$ cat src/rtl/wb_pkg.sv
// Shared types and default widths for the writeback arbiter slice.
package wb_pkg;

  localparam int DEFAULT_ADDRESS_WIDTH = 5;
  localparam int DEFAULT_DATA_WIDTH    = 32;
  localparam int DEFAULT_FIFO_DEPTH    = 2;
  localparam int DEFAULT_STARVE_LIMIT  = 8;

  // One pending register-file write: destination and value.
  typedef struct packed {
    logic [DEFAULT_ADDRESS_WIDTH-1:0] rd;
    logic [DEFAULT_DATA_WIDTH-1:0]    wd;
  } wb_req_t;

endpackage

$ cat src/rtl/wb_arbiter_if.sv
// Writeback bus: ALU result port, mul/div offer port and register-file write port.
interface wb_arbiter_if
  import wb_pkg::*;
#(
  parameter int ADDRESS_WIDTH = DEFAULT_ADDRESS_WIDTH,
  parameter int DATA_WIDTH    = DEFAULT_DATA_WIDTH,
  parameter int FIFO_DEPTH    = DEFAULT_FIFO_DEPTH
);

  logic                          alu_valid;
  logic [ADDRESS_WIDTH-1:0]      alu_rd;
  logic [DATA_WIDTH-1:0]         alu_wd;
  logic                          alu_stall;

  logic                          md_valid;
  logic                          md_ready;
  logic [ADDRESS_WIDTH-1:0]      md_rd;
  logic [DATA_WIDTH-1:0]         md_wd;

  logic                          WE3;
  logic [ADDRESS_WIDTH-1:0]      AD3;
  logic [DATA_WIDTH-1:0]         WD3;

  logic [$clog2(FIFO_DEPTH):0]   md_count;

  // Producer / register-file side.
  modport master (
    output alu_valid, alu_rd, alu_wd, md_valid, md_rd, md_wd,
    input  alu_stall, md_ready, WE3, AD3, WD3, md_count
  );

  // Arbiter side.
  modport slave (
    input  alu_valid, alu_rd, alu_wd, md_valid, md_rd, md_wd,
    output alu_stall, md_ready, WE3, AD3, WD3, md_count
  );

endinterface

$ cat src/rtl/wb_fifo.sv
// Small FIFO of pending mul/div writebacks; depth must be a power of two so
// the pointers wrap naturally.
module wb_fifo
  import wb_pkg::*;
#(
  parameter int DEPTH = DEFAULT_FIFO_DEPTH
) (
  input  logic                     clk,
  input  logic                     rst_n,
  input  logic                     push,
  input  wb_req_t                  push_data,
  input  logic                     pop,
  output wb_req_t                  pop_data,
  output logic                     full,
  output logic                     empty,
  output logic [$clog2(DEPTH):0]   count
);

  localparam int PW = $clog2(DEPTH);
  localparam int CW = PW + 1;

  wb_req_t         mem_q [DEPTH];
  logic [PW-1:0]   wr_ptr_q, wr_ptr_d;
  logic [PW-1:0]   rd_ptr_q, rd_ptr_d;
  logic [CW-1:0]   count_q, count_d;
  logic            push_ok, pop_ok;

  assign full     = (count_q == CW'(DEPTH));
  assign empty    = (count_q == '0);
  assign count    = count_q;
  assign pop_data = mem_q[rd_ptr_q];
  assign push_ok  = push && !full;
  assign pop_ok   = pop && !empty;

  // Pointer and occupancy update; push and pop together leave count unchanged.
  always_comb begin
    wr_ptr_d = wr_ptr_q;
    rd_ptr_d = rd_ptr_q;
    count_d  = count_q;
    if (push_ok) wr_ptr_d = wr_ptr_q + 1'b1;
    if (pop_ok)  rd_ptr_d = rd_ptr_q + 1'b1;
    case ({push_ok, pop_ok})
      2'b10:   count_d = count_q + 1'b1;
      2'b01:   count_d = count_q - 1'b1;
      default: count_d = count_q;
    endcase
  end

  // State registers; reset discards every buffered entry.
  always_ff @(posedge clk or negedge rst_n) begin
    if (!rst_n) begin
      wr_ptr_q <= '0;
      rd_ptr_q <= '0;
      count_q  <= '0;
      for (int i = 0; i < DEPTH; i++) mem_q[i] <= '0;
    end else begin
      wr_ptr_q <= wr_ptr_d;
      rd_ptr_q <= rd_ptr_d;
      count_q  <= count_d;
      if (push_ok) mem_q[wr_ptr_q] <= push_data;
    end
  end

endmodule

$ cat src/rtl/wb_arbiter.sv
// Register-file writeback arbiter: ALU results win by default, mul/div results
// wait in a small FIFO and drain when the ALU port is free.
// Optional WB_STARVE_GUARD_EN: after STARVE_LIMIT consecutive ALU wins over a
// non-empty buffer, the ALU is stalled for one cycle so the head can drain.
module wb_arbiter
  import wb_pkg::*;
#(
  parameter int ADDRESS_WIDTH = DEFAULT_ADDRESS_WIDTH,
  parameter int DATA_WIDTH    = DEFAULT_DATA_WIDTH,
  parameter int FIFO_DEPTH    = DEFAULT_FIFO_DEPTH,
  parameter int STARVE_LIMIT  = DEFAULT_STARVE_LIMIT
) (
  input  logic          clk,
  input  logic          rst_n,
  wb_arbiter_if.slave   bus
);

  localparam int CW = $clog2(FIFO_DEPTH) + 1;

  wb_req_t                 push_data;
  wb_req_t                 head;
  logic                    push, pop, full, empty;
  logic [CW-1:0]           count;
  logic                    alu_stall, alu_win, md_ready;

  logic                    we_q, we_d;
  logic [ADDRESS_WIDTH-1:0] ad_q, ad_d;
  logic [DATA_WIDTH-1:0]    wd_q, wd_d;

  // md_ready comes from registered occupancy only, so a full buffer never
  // accepts even when it pops in the same cycle.
  assign md_ready     = !full;
  assign alu_win      = bus.alu_valid && !alu_stall && (bus.alu_rd != '0);
  assign pop          = !alu_win && !empty;
  assign push         = bus.md_valid && md_ready && (bus.md_rd != '0);
  assign push_data.rd = bus.md_rd;
  assign push_data.wd = bus.md_wd;

  wb_fifo #(.DEPTH(FIFO_DEPTH)) u_fifo (
    .clk       (clk),
    .rst_n     (rst_n),
    .push      (push),
    .push_data (push_data),
    .pop       (pop),
    .pop_data  (head),
    .full      (full),
    .empty     (empty),
    .count     (count)
  );

`ifdef WB_STARVE_GUARD_EN
  localparam int SW = $clog2(STARVE_LIMIT + 1);

  logic [SW-1:0] starve_q, starve_d;

  assign alu_stall = !empty && (starve_q == SW'(STARVE_LIMIT));

  // Count ALU wins that block a waiting entry; any pop or an empty buffer clears it.
  always_comb begin
    starve_d = starve_q;
    if (pop || empty)  starve_d = '0;
    else if (alu_win)  starve_d = starve_q + 1'b1;
  end

  // Starvation counter register.
  always_ff @(posedge clk or negedge rst_n) begin
    if (!rst_n) starve_q <= '0;
    else        starve_q <= starve_d;
  end
`else
  logic unused_starve_limit;

  assign alu_stall           = 1'b0;
  assign unused_starve_limit = (STARVE_LIMIT != 0);
`endif

  // Pick this cycle's write; address/data hold when nothing is written.
  always_comb begin
    we_d = 1'b0;
    ad_d = ad_q;
    wd_d = wd_q;
    if (alu_win) begin
      we_d = 1'b1;
      ad_d = bus.alu_rd;
      wd_d = bus.alu_wd;
    end else if (pop) begin
      we_d = 1'b1;
      ad_d = head.rd;
      wd_d = head.wd;
    end
  end

  // Registered register-file write port.
  always_ff @(posedge clk or negedge rst_n) begin
    if (!rst_n) begin
      we_q <= 1'b0;
      ad_q <= '0;
      wd_q <= '0;
    end else begin
      we_q <= we_d;
      ad_q <= ad_d;
      wd_q <= wd_d;
    end
  end

  assign bus.WE3       = we_q;
  assign bus.AD3       = ad_q;
  assign bus.WD3       = wd_q;
  assign bus.alu_stall = alu_stall;
  assign bus.md_ready  = md_ready;
  assign bus.md_count  = count;

endmodule

$ cat src/flat_wrapper.sv
// flat-port wrapper written by rule: the top's interface ports become plain ports
module wb_arbiter_flat import wb_pkg::*;
#(
  parameter int ADDRESS_WIDTH = DEFAULT_ADDRESS_WIDTH,
  parameter int DATA_WIDTH    = DEFAULT_DATA_WIDTH,
  parameter int FIFO_DEPTH    = DEFAULT_FIFO_DEPTH,
  parameter int STARVE_LIMIT  = DEFAULT_STARVE_LIMIT
)
  (clk, rst_n, bus_alu_valid, bus_alu_rd, bus_alu_wd, bus_md_valid, bus_md_rd, bus_md_wd, bus_alu_stall, bus_md_ready, bus_WE3, bus_AD3, bus_WD3, bus_md_count);
  wb_arbiter_if #(.ADDRESS_WIDTH(ADDRESS_WIDTH), .DATA_WIDTH(DATA_WIDTH), .FIFO_DEPTH(FIFO_DEPTH)) bus_i ();
  input  logic clk;
  input  logic rst_n;
  input wire logic [$bits(bus_i.alu_valid)-1:0] bus_alu_valid;
  input wire logic [$bits(bus_i.alu_rd)-1:0] bus_alu_rd;
  input wire logic [$bits(bus_i.alu_wd)-1:0] bus_alu_wd;
  input wire logic [$bits(bus_i.md_valid)-1:0] bus_md_valid;
  input wire logic [$bits(bus_i.md_rd)-1:0] bus_md_rd;
  input wire logic [$bits(bus_i.md_wd)-1:0] bus_md_wd;
  output wire logic [$bits(bus_i.alu_stall)-1:0] bus_alu_stall;
  output wire logic [$bits(bus_i.md_ready)-1:0] bus_md_ready;
  output wire logic [$bits(bus_i.WE3)-1:0] bus_WE3;
  output wire logic [$bits(bus_i.AD3)-1:0] bus_AD3;
  output wire logic [$bits(bus_i.WD3)-1:0] bus_WD3;
  output wire logic [$bits(bus_i.md_count)-1:0] bus_md_count;
  assign bus_i.alu_valid = bus_alu_valid;
  assign bus_i.alu_rd = bus_alu_rd;
  assign bus_i.alu_wd = bus_alu_wd;
  assign bus_i.md_valid = bus_md_valid;
  assign bus_i.md_rd = bus_md_rd;
  assign bus_i.md_wd = bus_md_wd;
  assign bus_alu_stall = bus_i.alu_stall;
  assign bus_md_ready = bus_i.md_ready;
  assign bus_WE3 = bus_i.WE3;
  assign bus_AD3 = bus_i.AD3;
  assign bus_WD3 = bus_i.WD3;
  assign bus_md_count = bus_i.md_count;
  wb_arbiter #(.ADDRESS_WIDTH(ADDRESS_WIDTH), .DATA_WIDTH(DATA_WIDTH), .FIFO_DEPTH(FIFO_DEPTH), .STARVE_LIMIT(STARVE_LIMIT)) u_core (.clk(clk), .rst_n(rst_n), .bus(bus_i));
endmodule
$ cat config.mk
export PLATFORM = sky130hd
export DESIGN_NAME = wb_arbiter_flat
export DESIGN_NICKNAME = d
export VERILOG_FILES = /design/src/rtl/wb_pkg.sv /design/src/rtl/wb_arbiter_if.sv /design/src/rtl/wb_fifo.sv /design/src/rtl/wb_arbiter.sv /design/src/flat_wrapper.sv
export SDC_FILE = /design/constraint.sdc
export NUM_CORES = 1
export LEC_CHECK = 0
export BUFFER_PORTS_ARGS = -buffer_cell sky130_fd_sc_hd__buf_2
export CORE_MARGIN = 10
export CORE_UTILIZATION = 35
export CTS_BUF_LIST = sky130_fd_sc_hd__clkbuf_4 sky130_fd_sc_hd__clkbuf_8 sky130_fd_sc_hd__clkbuf_16
export CTS_CLUSTER_SIZE = 25
export DETAILED_ROUTE_END_ITERATION = 10
export GPL_ROUTABILITY_DRIVEN = 0
export SETUP_SLACK_MARGIN = 0.02
export SLEW_MARGIN = 40
export SYNTH_ARGS = -nofsm -noshare
export SYNTH_HDL_FRONTEND = slang
export SYNTH_SLANG_ARGS = --single-unit
$ cat constraint.sdc
create_clock -name clk -period 3 [get_ports clk]
set_clock_uncertainty 0.05 [all_clocks]
set_input_delay 0.3 -clock clk [delete_from_list [all_inputs] [get_ports clk]]
set_output_delay 0.3 -clock clk [all_outputs]
set_load 0.005 [all_outputs]
After elaboration in Yosys (flattened, before gate mapping) --
Cells that the tools add are included.
Cells by class: $add $sub $neg 4, $lt $le $gt $ge 3, equal/unequal tests 3, mux-type cells 13, bitwise logic cells 2, reductions and logical operators 15
Operator list (number):
- $mux W37 | 4
- $bwmux W74 | 1
- $mux W32 | 2
- $demux W37 S1 | 1
- $mux W5 | 2
- $reduce_bool A5 Y1 | 2
- $logic_and A1 B1 Y1 | 7
- $eq A2 B2 Y1 const B | 2
- $ge A2 B2 Y1 const B | 2
- $not A1 Y2 | 2
- $pmux W2 S2 | 1
- $reduce_bool A2 Y1 | 2
- $logic_not A1 Y1 | 3
- $add A1 B1 Y1 const B | 2
- $add A2 B1 Y2 const B | 1
- $eq A2 B1 Y1 const B | 1
- $logic_not A2 Y1 | 1
- $lt A2 B1 Y1 const B | 1
- $mux W1 | 2
- $sub A2 B1 Y2 const B | 1
Storage, ports and cells: flip-flop bits (word level) 116, input bits 78, output and inout bits 42, word-level logic and storage cells 50

Logic depth before layout (Yosys ltp) --
Gate-level depths: netlist of the first run.
word-level depth 7, depth in mapped cells 7

Modules after synthesis --
A second synthesis of the first run with hierarchy kept.
Second synthesis, totals: cells, all modules 350, area total of the unflattened synthesis 5490.3 um^2
Modules (own cells, without submodules):
- wb_fifo | instances 1, cells each 215, area each 3597.2 um^2, sequential area each 1951.9 um^2
- wb_arbiter | instances 1, cells each 135, area each 1893.1 um^2, sequential area each 950.9 um^2

Worst setup path after synthesis of the first run --
Ideal clock, no wire load.
path kind input to register, from in bus_md_rd[3], to reg u_core.u_fifo.mem_q[42] in the netlist's numbering, setup time 125 ps, arrival 1705 ps, data required time 2825 ps, setup slack 1121 ps, cell stages on the path 4, cell sequence or4_4 o2111ai_4 buf_6 mux2_2
On the way: longest elaborated chain between the ends 3
Ends and longest elaborated chain:
- start: declaration | line flat_wrapper.sv:17 | input wire logic [$bits(bus_i.md_rd)-1:0] bus_md_rd;
- $reduce_bool A5 Y1 | line wb_arbiter.sv:35 | assign push = bus.md_valid && md_ready && (bus.md_rd != '0);
- $logic_and A1 B1 Y1 | line wb_arbiter.sv:35
- $logic_and A1 B1 Y1 | line wb_fifo.sv:32 | assign push_ok = push && !full;
- end signal: indexed assignment | line wb_fifo.sv:60 | if (push_ok) mem_q[wr_ptr_q] <= push_data;
- end: declaration | line wb_fifo.sv:22 | wb_req_t mem_q [DEPTH];
No other way between the ends. A chain may end at the register's enable or synchronous reset.

Final worst setup path of the first run --
from reg u_core.u_fifo.count_q[0] (netlist: u_core.u_fifo.count[0]), to reg u_core.u_fifo.mem_q[30] in the netlist's numbering
On the way: longest elaborated chain between the ends 5
Ends and longest elaborated chain:
- start: declaration | line wb_fifo.sv:25 | logic [CW-1:0] count_q, count_d;
- start signal: assignment | line wb_fifo.sv:59 | count_q <= count_d;
- $eq A2 B2 Y1 (*) | line wb_fifo.sv:28 | assign full = (count_q == CW'(DEPTH));
- $logic_not A1 Y1 (*) | line wb_fifo.sv:32, wb_arbiter.sv:32
- $logic_and A1 B1 Y1 (2 in a row) | line wb_arbiter.sv:35
- $logic_and A1 B1 Y1 (*) | line wb_fifo.sv:32
Every way passes the cells marked *; elsewhere a longest branch is shown, timed or not.

==> summary.txt, run 1 <==
Power
  – P_leak: between 3 and 4 nW
  – Int Power: 0.00529 W
  – Worst vdd ir: between 0.5 and 0.6 mV
  – Combinational share of power: 0.375
  – Sequential power share: 0.370
  – Sw Ratio: 0.320
  – Cell Pwr Density: between 1000 and 1500 nW/um^2
  – Clock power frac: 0.254
  – NetSw: 0.00249 W

Critical path
  – Critical path class: reg -> reg
  – Max FO, Critical Path: 21
  – CP endpoint kind: flop
  – Crit start category: flop
  – Crit path DAT: between 2 and 3 ns
  – Req. time, crit path: 3.25 ns

Logic synthesis
  – Ys flop type: dfrtp_1
  – Share of the synthesized area in the top cell type: 0.539
  – Syn avg cell area: between 10 and 15 um^2
  – Synth unique cells: 35
  – Top cells by area, synth: dfrtp_1 (54%), mux2_2 (15%), mux2_4 (8.4%)
  – Synth Register Bits: 116
  – Synth async-reset ratio: 1.00
  – Mapped cell area: between 5000 and 6000 um^2
  – Instance count of the mapped netlist: ~400
  – Synth area leader: dfrtp_1
  – Post-Syn Nets: approximately 470
  – Number of enable flip-flop cells after synthesis: 0
  – YS warnings: 0
  – Sequential cell area fraction in the yosys report: 0.539

Floorplanning
  – Die width: 144 um
  – Die area: between 20000 and 25000 um^2
  – Core area: approximately 15000 um^2
  – Rows: between 40 and 50
  – Num ports: 120
  – Die height: ~140 um
  – Starting density of the core: 0.355

GRT
  – First-pass GRT wire length: 21.7 mm
  – Met1 Use GR: 0.160
  – Initial antenna violation count: 0
  – Grt ovf: 0
  – Vias in the first global route: about 4100
  – Routing usage on met2: 0.222
  – Most Crowded Layer GR: met2
  – Met3 Track Usage GR: 0.0439
  – Pin count of the biggest net entering global routing: 62
  – All-Layer GR Usage: 0.136

Final layout
  – Area grow syn2layout: 25.3%
  – Ant. Diodes: 0
  – Layout cells sized above 1: 0.519
  – Layout Nets: slightly below 600
  – Fill cells: between 1000 and 1500

Timing
  – PnR worst setup slack: between 0.5 and 0.6 ns
  – Final Hold Viols: 0
  – Post-layout min period: 2.41 ns
  – Final worst path period share: 0.803
  – RSZ-0062 raised after global routing: false
  – Worst-Margin Slew: about 0.67 ns
  – Fin. max-slew vios: 0
  – Final setup violation count: 0
  – Setup Total Neg Slack: 0 ns
  – Achievable Freq: around 420 MHz
  – Slew headroom: 0.555

Routing
  – Iteration-0 DRC Markers: around 140
  – Post-detailed-routing wire length: 13.3 mm
  – Wire per inst: 18.6 um
  – DRC Markers: 0
  – Vias/cell: around 5
  – Antenna viol nets, final: 0
  – Vias: 3566
  – Drt pass-1 iters: 4

Clocking
  – H-tree Lvls: 4
  – TritonCTS Buffers: 17
  – Clk_lat worst skew: around 0.42 ns
  – Hold_buf cts: 1
  – Clk slew on worst S/H paths: roughly 0.06 ns
  – Clock root cell: clkbuf_16
  – TritonCTS clock tree: yes
  – Clock Sinks: 116
  – Post-CTS sizing: 0
  – Clock buffer depth: 2
  – Post-CTS setup buffer count: 0

Placement
  – Port Buf Inserts: roughly 120
  – Hpwl dp: roughly 8.9 mm
  – DP Worst Slack: ~0.55 ns

Flow run
  – Max cap viols: 0

Min path
  – HP Class: in -> reg

Run status
  – Status: complete, no violations
## layout make-up
class,instances,area [um^2],area share
flip-flops and latches,116,2910,0.431
multi-input cells,249,2290,0.339
repair buffers,130,723,0.107
clock buffers,24,515,0.0765
well taps,188,235,0.0349
clock inverters,8,72.6,0.0108
inverters,1,3.75,0.000557
## power by group through the flow
stage / clock network, W / registers (W) / logic (W)
floorplan: 0 / 0.00274 / 0.00223
global placement: 0 / 0.00287 / 0.00291
detailed placement: 0 / 0.00290 / 0.00297
CTS: 0.00203 / 0.00289 / 0.00299
global route: 0.00211 / 0.00301 / 0.00325
finish: 0.00198 / 0.00288 / 0.00292
## cells in the final DEF (no fill, tap or decap), types with 2 or more instances in the layout
cell type,count
mux2_4,30
clkinvlp_4,3
dfrtp_1,113
buf_4,9
nor2b_1,3
o31ai_1,3
xnor2_1,3
nor3_1,35
dfrtp_2,3
nor2_1,7
a211oi_1,3
buf_12,3
a22o_1,2
mux2_2,74
mux2i_1,34
a21oi_1,34
nand2_1,4
buf_2,117
or2_2,2
mux2_1,2
clkbuf_16,17
clkinv_2,4
clkbuf_8,6
## critical path, stage by stage, from the launching register on
cell and delay, ns:
dfrtp_2 0.60, nand2b_1 0.28, o2111a_2 0.69, buf_12 0.28, mux2_2 0.36
## cells in the mapped netlist, types with 4 or more instances
cell type and instances:
dfrtp_1 116, mux2_2 74, nor3_1 35, a21oi_1 34, mux2i_1 34, mux2_4 30
clkbuf_1 12, nor2_1 7, buf_2 5, buf_1 4, buf_6 4, nand2_1 4
## sequential cells by signal (all words and copies together), names as in the netlist
name,cells
u_core.u_fifo.wr_ptr_q,1
u_core.bus.AD3,5
u_core.u_fifo.count,2
u_core.bus.WE3,1
u_core.u_fifo.mem_q,74
u_core.u_fifo.rd_ptr_q,1
u_core.bus.WD3,32
## per-layer routing
layer  part of all wire  vias up
met2               0.49       88
met1               0.43     1786
met5                  0        -
met3              0.059       18
li1                   -     1674
met4              0.019        0
## worst paths after layout
path / slack, ns / from / cells after the start / endpoint
worst min-delay path: 0.04 / bus_alu_rd[1] / 3 / u_core.bus.AD3[1]
min in group asynchronous: 0.24 / rst_n / 2 / u_core.bus.WD3[31]
worst min register to register: 0.45 / u_core.u_fifo.mem_q[47] / 1 / u_core.u_fifo.mem_q[47]
worst max register to register: 0.59 / u_core.u_fifo.count[0] / 4 / u_core.u_fifo.mem_q[30]
max in group asynchronous: 1.86 / rst_n / 3 / u_core.u_fifo.mem_q[52]
worst max-delay path: 0.59 / u_core.u_fifo.count[0] / 4 / u_core.u_fifo.mem_q[30]
## stage by stage
stage | area [um^2] | power, W | hold WS (ns) | cells | utilization
final | 6740 | 0.00778 | 0.0393 | 716 | 0.445
after global routing | 6740 | 0.00836 | 0.0461 | 716 | 0.445
after CTS | 6740 | 0.00792 | 0.0218 | 716 | 0.445
after detailed placement | 6140 | 0.00587 | 0.125 | 683 | 0.406
after global placement | 6140 | 0.00578 | 0.122 | 683 | 0.406
after floorplan | 5380 | 0.00497 | -0.0456 | 395 | -
## kinds of logic after synthesis
| logic type | share of synthesized area |
|---|---|
| AOI/OAI and AO/OA | 0.0572 |
| and+or+nand+nor | 0.0505 |
| xor gates and xnor gates | 0.00651 |
| other | 0.000697 |
| muxes | 0.306 |
| buffers and inverters | 0.0374 |
| DFF | 0.539 |
| adders and majority gates | 0.00232 |
No activity file was read; power rests on OpenSTA's default activity.
==> run 2, diff against run 1 <==
ABC_AREA = 1   (was default)
clock period = 2.45 ns   (was 3 ns; I/O delays follow)
==> run 2 against run 1 <==
Utilization is 0.80 points higher. Final area increased by 3.3%. Hold slack got worse by 0.017 ns. Non-clock buffer count grew 12. Setup slack worse by 0.092 ns. Maximum frequency up 23%. Count of clock-buffer cells in the layout rose by 5. Register-to-register slack got worse by 0.09 ns. Critical path type unchanged. Largest cell class unchanged.
==> summary.txt, run 2 <==
Power
  – Combinational share of power: 0.360 (-0.015)
  – Sw Ratio: 0.383 (+0.0621)
  – Int Power: 0.00555 W (+4.8%)
  – Clock power frac: 0.277 (+0.023)
  – Sequential power share: 0.363 (-0.007)
  – NetSw: 0.00344 W (+38%)
  – Worst vdd ir: 0.632 mV (+26%)
  – Cell Pwr Density: 1290 nW/um^2 (+12%)
  – P_leak: 3.60 nW (+18%)

Min path
  – Worst Hold End: u_core.bus.WD3[3]
  – Hold Startpoint: bus_alu_wd[3]
  – HP Class: in -> reg
  – Hold-critical path depth: 3 (unchanged)

Timing
  – Slew headroom: 0.475 (-0.0795)
  – Final Hold Viols: 0 (unchanged)
  – Final worst path period share: 0.796 (-0.00680)
  – RSZ-0062 raised after global routing: false
  – Final setup violation count: 0 (unchanged)
  – Setup Total Neg Slack: 0 ns (unchanged)
  – Achievable Freq: 513 MHz (+23%)
  – Fin. max-slew vios: 0 (unchanged)
  – Post-layout min period: 1.95 ns (-0.458 ns)
  – Worst-Margin Slew: 0.787 ns (+0.119 ns)

Logic synthesis
  – Count leader, synth: nand2_1
  – Synth unique cells: 21 (-40%)
  – Synth Register Bits: 116 (unchanged)
  – YS warnings: 0 (unchanged)
  – Instance count of the mapped netlist: 691 (+75%)
  – Synth area leader: dfrtp_1
  – Synth async-reset ratio: 1.00 (unchanged)
  – Share of the synthesized area in the top cell type: 0.525 (-0.0149)
  – Sequential cell area fraction in the yosys report: 0.525 (-0.0149)
  – Syn avg cell area: 8.01 um^2 (-41%)
  – Synth top cells by count: nand2_1 (280), dfrtp_1 (116), nand3_1 (111)
  – Top cells by area, synth: dfrtp_1 (52%), nand2_1 (19%), nand3_1 (10%)
  – Post-Syn Nets: 770 (+62%)
  – Number of enable flip-flop cells after synthesis: 0 (unchanged)
  – Ys flop type: dfrtp_1
  – Mapped cell area: 5530 um^2 (+2.8%)

Critical path
  – Slowest cell delay on critical path: 0.60 ns (-0.09 ns)
  – Crit start category: flop
  – R2r startpoint: u_core.u_fifo.count[0]
  – Req. time, crit path: 2.75 ns (-0.50 ns)
  – Worst r2r path cells: 5 (+1)
  – Reg-to-reg slack, setup: 0.50 ns (-0.09 ns)
  – Critical path class: reg -> reg
  – Buf+Inv Stages, Crit Path: 2 (+1)
  – Crit-path slowest cell: buf_4
  – CP endpoint kind: flop
  – Max FO, Critical Path: 62 (+200%)
  – Crit path DAT: 2.25 ns (-0.41 ns)
  – CP delay by family, top: buffers and inverters
  – Cell Chain, Critical Path: inv_2 -> a21boi_4 -> buf_4 -> nand4_1 -> nand2_1
  – Reg2reg end: u_core.u_fifo.mem_q[62]

Routing
  – Antenna viol nets, final: 0 (unchanged)
  – Post-detailed-routing wire length: 17.6 mm (+32%)
  – DRC Markers: 0 (unchanged)
  – Vias: 5159 (+45%)
  – Drt pass-1 iters: 5 (+1)
  – Wire per inst: 17.3 um (-7.1%)
  – Vias/cell: 5.08 (+2.1%)
  – Iteration-0 DRC Markers: 381 (+180%)

Floorplanning
  – Die width: 146 um (+1.2%)
  – Starting density of the core: 0.360 (+0.00472)
  – Core area: 15400 um^2 (+1.5%)
  – Die height: 146 um (+1.2%)
  – Die area: 21200 um^2 (+2.4%)
  – Num ports: 120 (unchanged)
  – Rows: 45 (unchanged)

Clocking
  – Clock root cell: clkbuf_16
  – Clock Sinks: 116 (unchanged)
  – Clock buffer depth: 2 (unchanged)
  – Post-CTS sizing: 0 (unchanged)
  – Clk_lat worst skew: 0.41 ns (about the same)
  – TritonCTS Buffers: 17 (unchanged)
  – Post-CTS setup buffer count: 0 (unchanged)
  – Clk slew on worst S/H paths: 0.05 ns (about the same)
  – H-tree Lvls: 4 (unchanged)
  – TritonCTS clock tree: yes

Placement
  – Port Buf Inserts: 118 (unchanged)
  – Hpwl dp: 11.1 mm (+25%)

Final layout
  – Layout cells sized above 1: 0.210 (-0.308)
  – Fill cells: 1601 (+16%)
  – Commonest non-fill, non-tap cells in the layout: nand2_1 (278), buf_2 (117), dfrtp_1 (116), nand3_1 (111), nand4_1 (74)
  – Commonest non-fill, non-tap cell in the layout: nand2_1
  – Final core utilization: 0.453 (+0.00797)
  – Reg area: 2900 um^2 (-0.13%)
  – Layout Nets: 870 (+46%)
  – Largest reg by FF count: u_core.u_fifo.mem_q
  – Largest register FFs: 74 (unchanged)
  – Area grow syn2layout: 25.9%
  – Multi-input gate area: 2310 um^2 (+1.3%)

Run status
  – Status: complete, no violations

GRT
  – Initial antenna violation count: 2 (+2)
  – First-pass GRT wire length: 28.1 mm (+29%)
  – All-Layer GR Usage: 0.163 (+0.0269)
  – Pin count of the biggest net entering global routing: 117 (+89%)
  – Vias in the first global route: 4870 (+19%)
  – Grt ovf: 0 (unchanged)

Flow run
  – Max cap viols: 0 (unchanged)
[run 2: area by class of cell]
type,instances,share of cell area
Sequential cell,116,0.417
Multi-Input combinational cell,507,0.332
Timing Repair Buffer,142,0.122
Clock buffer,29,0.0821
Tap cell,211,0.0379
Clock inverter,2,0.00503
Inverter,7,0.00377
Antenna cell,1,0.000359
[run 2: logic make-up after synthesis]
kind of cell             Yosys count  share of synthesized area
AND/OR/NAND/NOR                  477                      0.384
flip-flops                       116                      0.525
AO/OA/AOI/OAI                     26                     0.0260
other                              1                   0.000678
adder cells (fa/ha/maj)            1                    0.00226
XOR/XNOR                           2                    0.00317
buffers and inverters             68                     0.0590
[run 2: worst max path at each step]
stage	from	end	slack [ns]	cells past startpoint
final	u_core.u_fifo.count[0]	u_core.u_fifo.mem_q[62]	0.50	5
after global routing	u_core.u_fifo.count[0]	u_core.u_fifo.mem_q[42]	0.33	5
after detailed placement	u_core.u_fifo.count[1]	u_core.u_fifo.count[1]	0.53	8
after floorplan	u_core.u_fifo.count[1]	u_core.u_fifo.count[1]	0.67	8
after global placement	u_core.u_fifo.count[0]	u_core.u_fifo.mem_q[62]	0.57	5
after CTS	u_core.u_fifo.count[0]	u_core.u_fifo.mem_q[5]	0.51	6
[run 2: metal layers]
layer  wire length, um  GRT usage  share of wire  vias to the layer above
li1                  -          -              -                     2526
met1              8650      0.240           0.49                     2428
met2              7460      0.219           0.42                      179
met3              1170     0.0459          0.067                       24
met4               263     0.0576          0.015                        2
met5                12          0        0.00068                        -
[run 2: repair_timing]
action | 4_1_cts | 5_1_grt
hold buffers | 10 | 0
setup endpoints to repair | 0 | 0
hold endpoints to repair | 125 | 0
[run 2: power by group through the flow]
stage | Combinational (W) | Clock, W | Sequential [W]
2_1_floorplan | 0.00211 | 0 | 0.00322
6_report | 0.00323 | 0.00249 | 0.00326
3_5_place_dp | 0.00323 | 0 | 0.00328
3_3_place_gp | 0.00321 | 0 | 0.00324
5_1_grt | 0.00367 | 0.00261 | 0.00337
4_1_cts | 0.00326 | 0.00253 | 0.00326
[run 2: worst register-to-register path: cells and delay by family (launching register included)]
| kind | cells | cell delay, ns |
|---|---|---|
| compound gates | 1 | 0.38 |
| buf+inv | 2 | 0.70 |
| flops | 1 | 0.47 |
| simple gates | 2 | 0.29 |
[run 2: stage by stage]
step	power [W]	cell area, um^2	setup WS [ns]	instances	hold WS (ns)
2_1_floorplan	0.00532	5530	0.666	691	-0.101
3_3_place_gp	0.00645	6260	0.567	973	0.348
3_5_place_dp	0.00651	6260	0.526	973	0.348
4_1_cts	0.00905	6960	0.510	1014	0.000972
5_1_grt	0.00965	6970	0.326	1015	0.0173
6_report	0.00898	6970	0.500	1015	0.0221
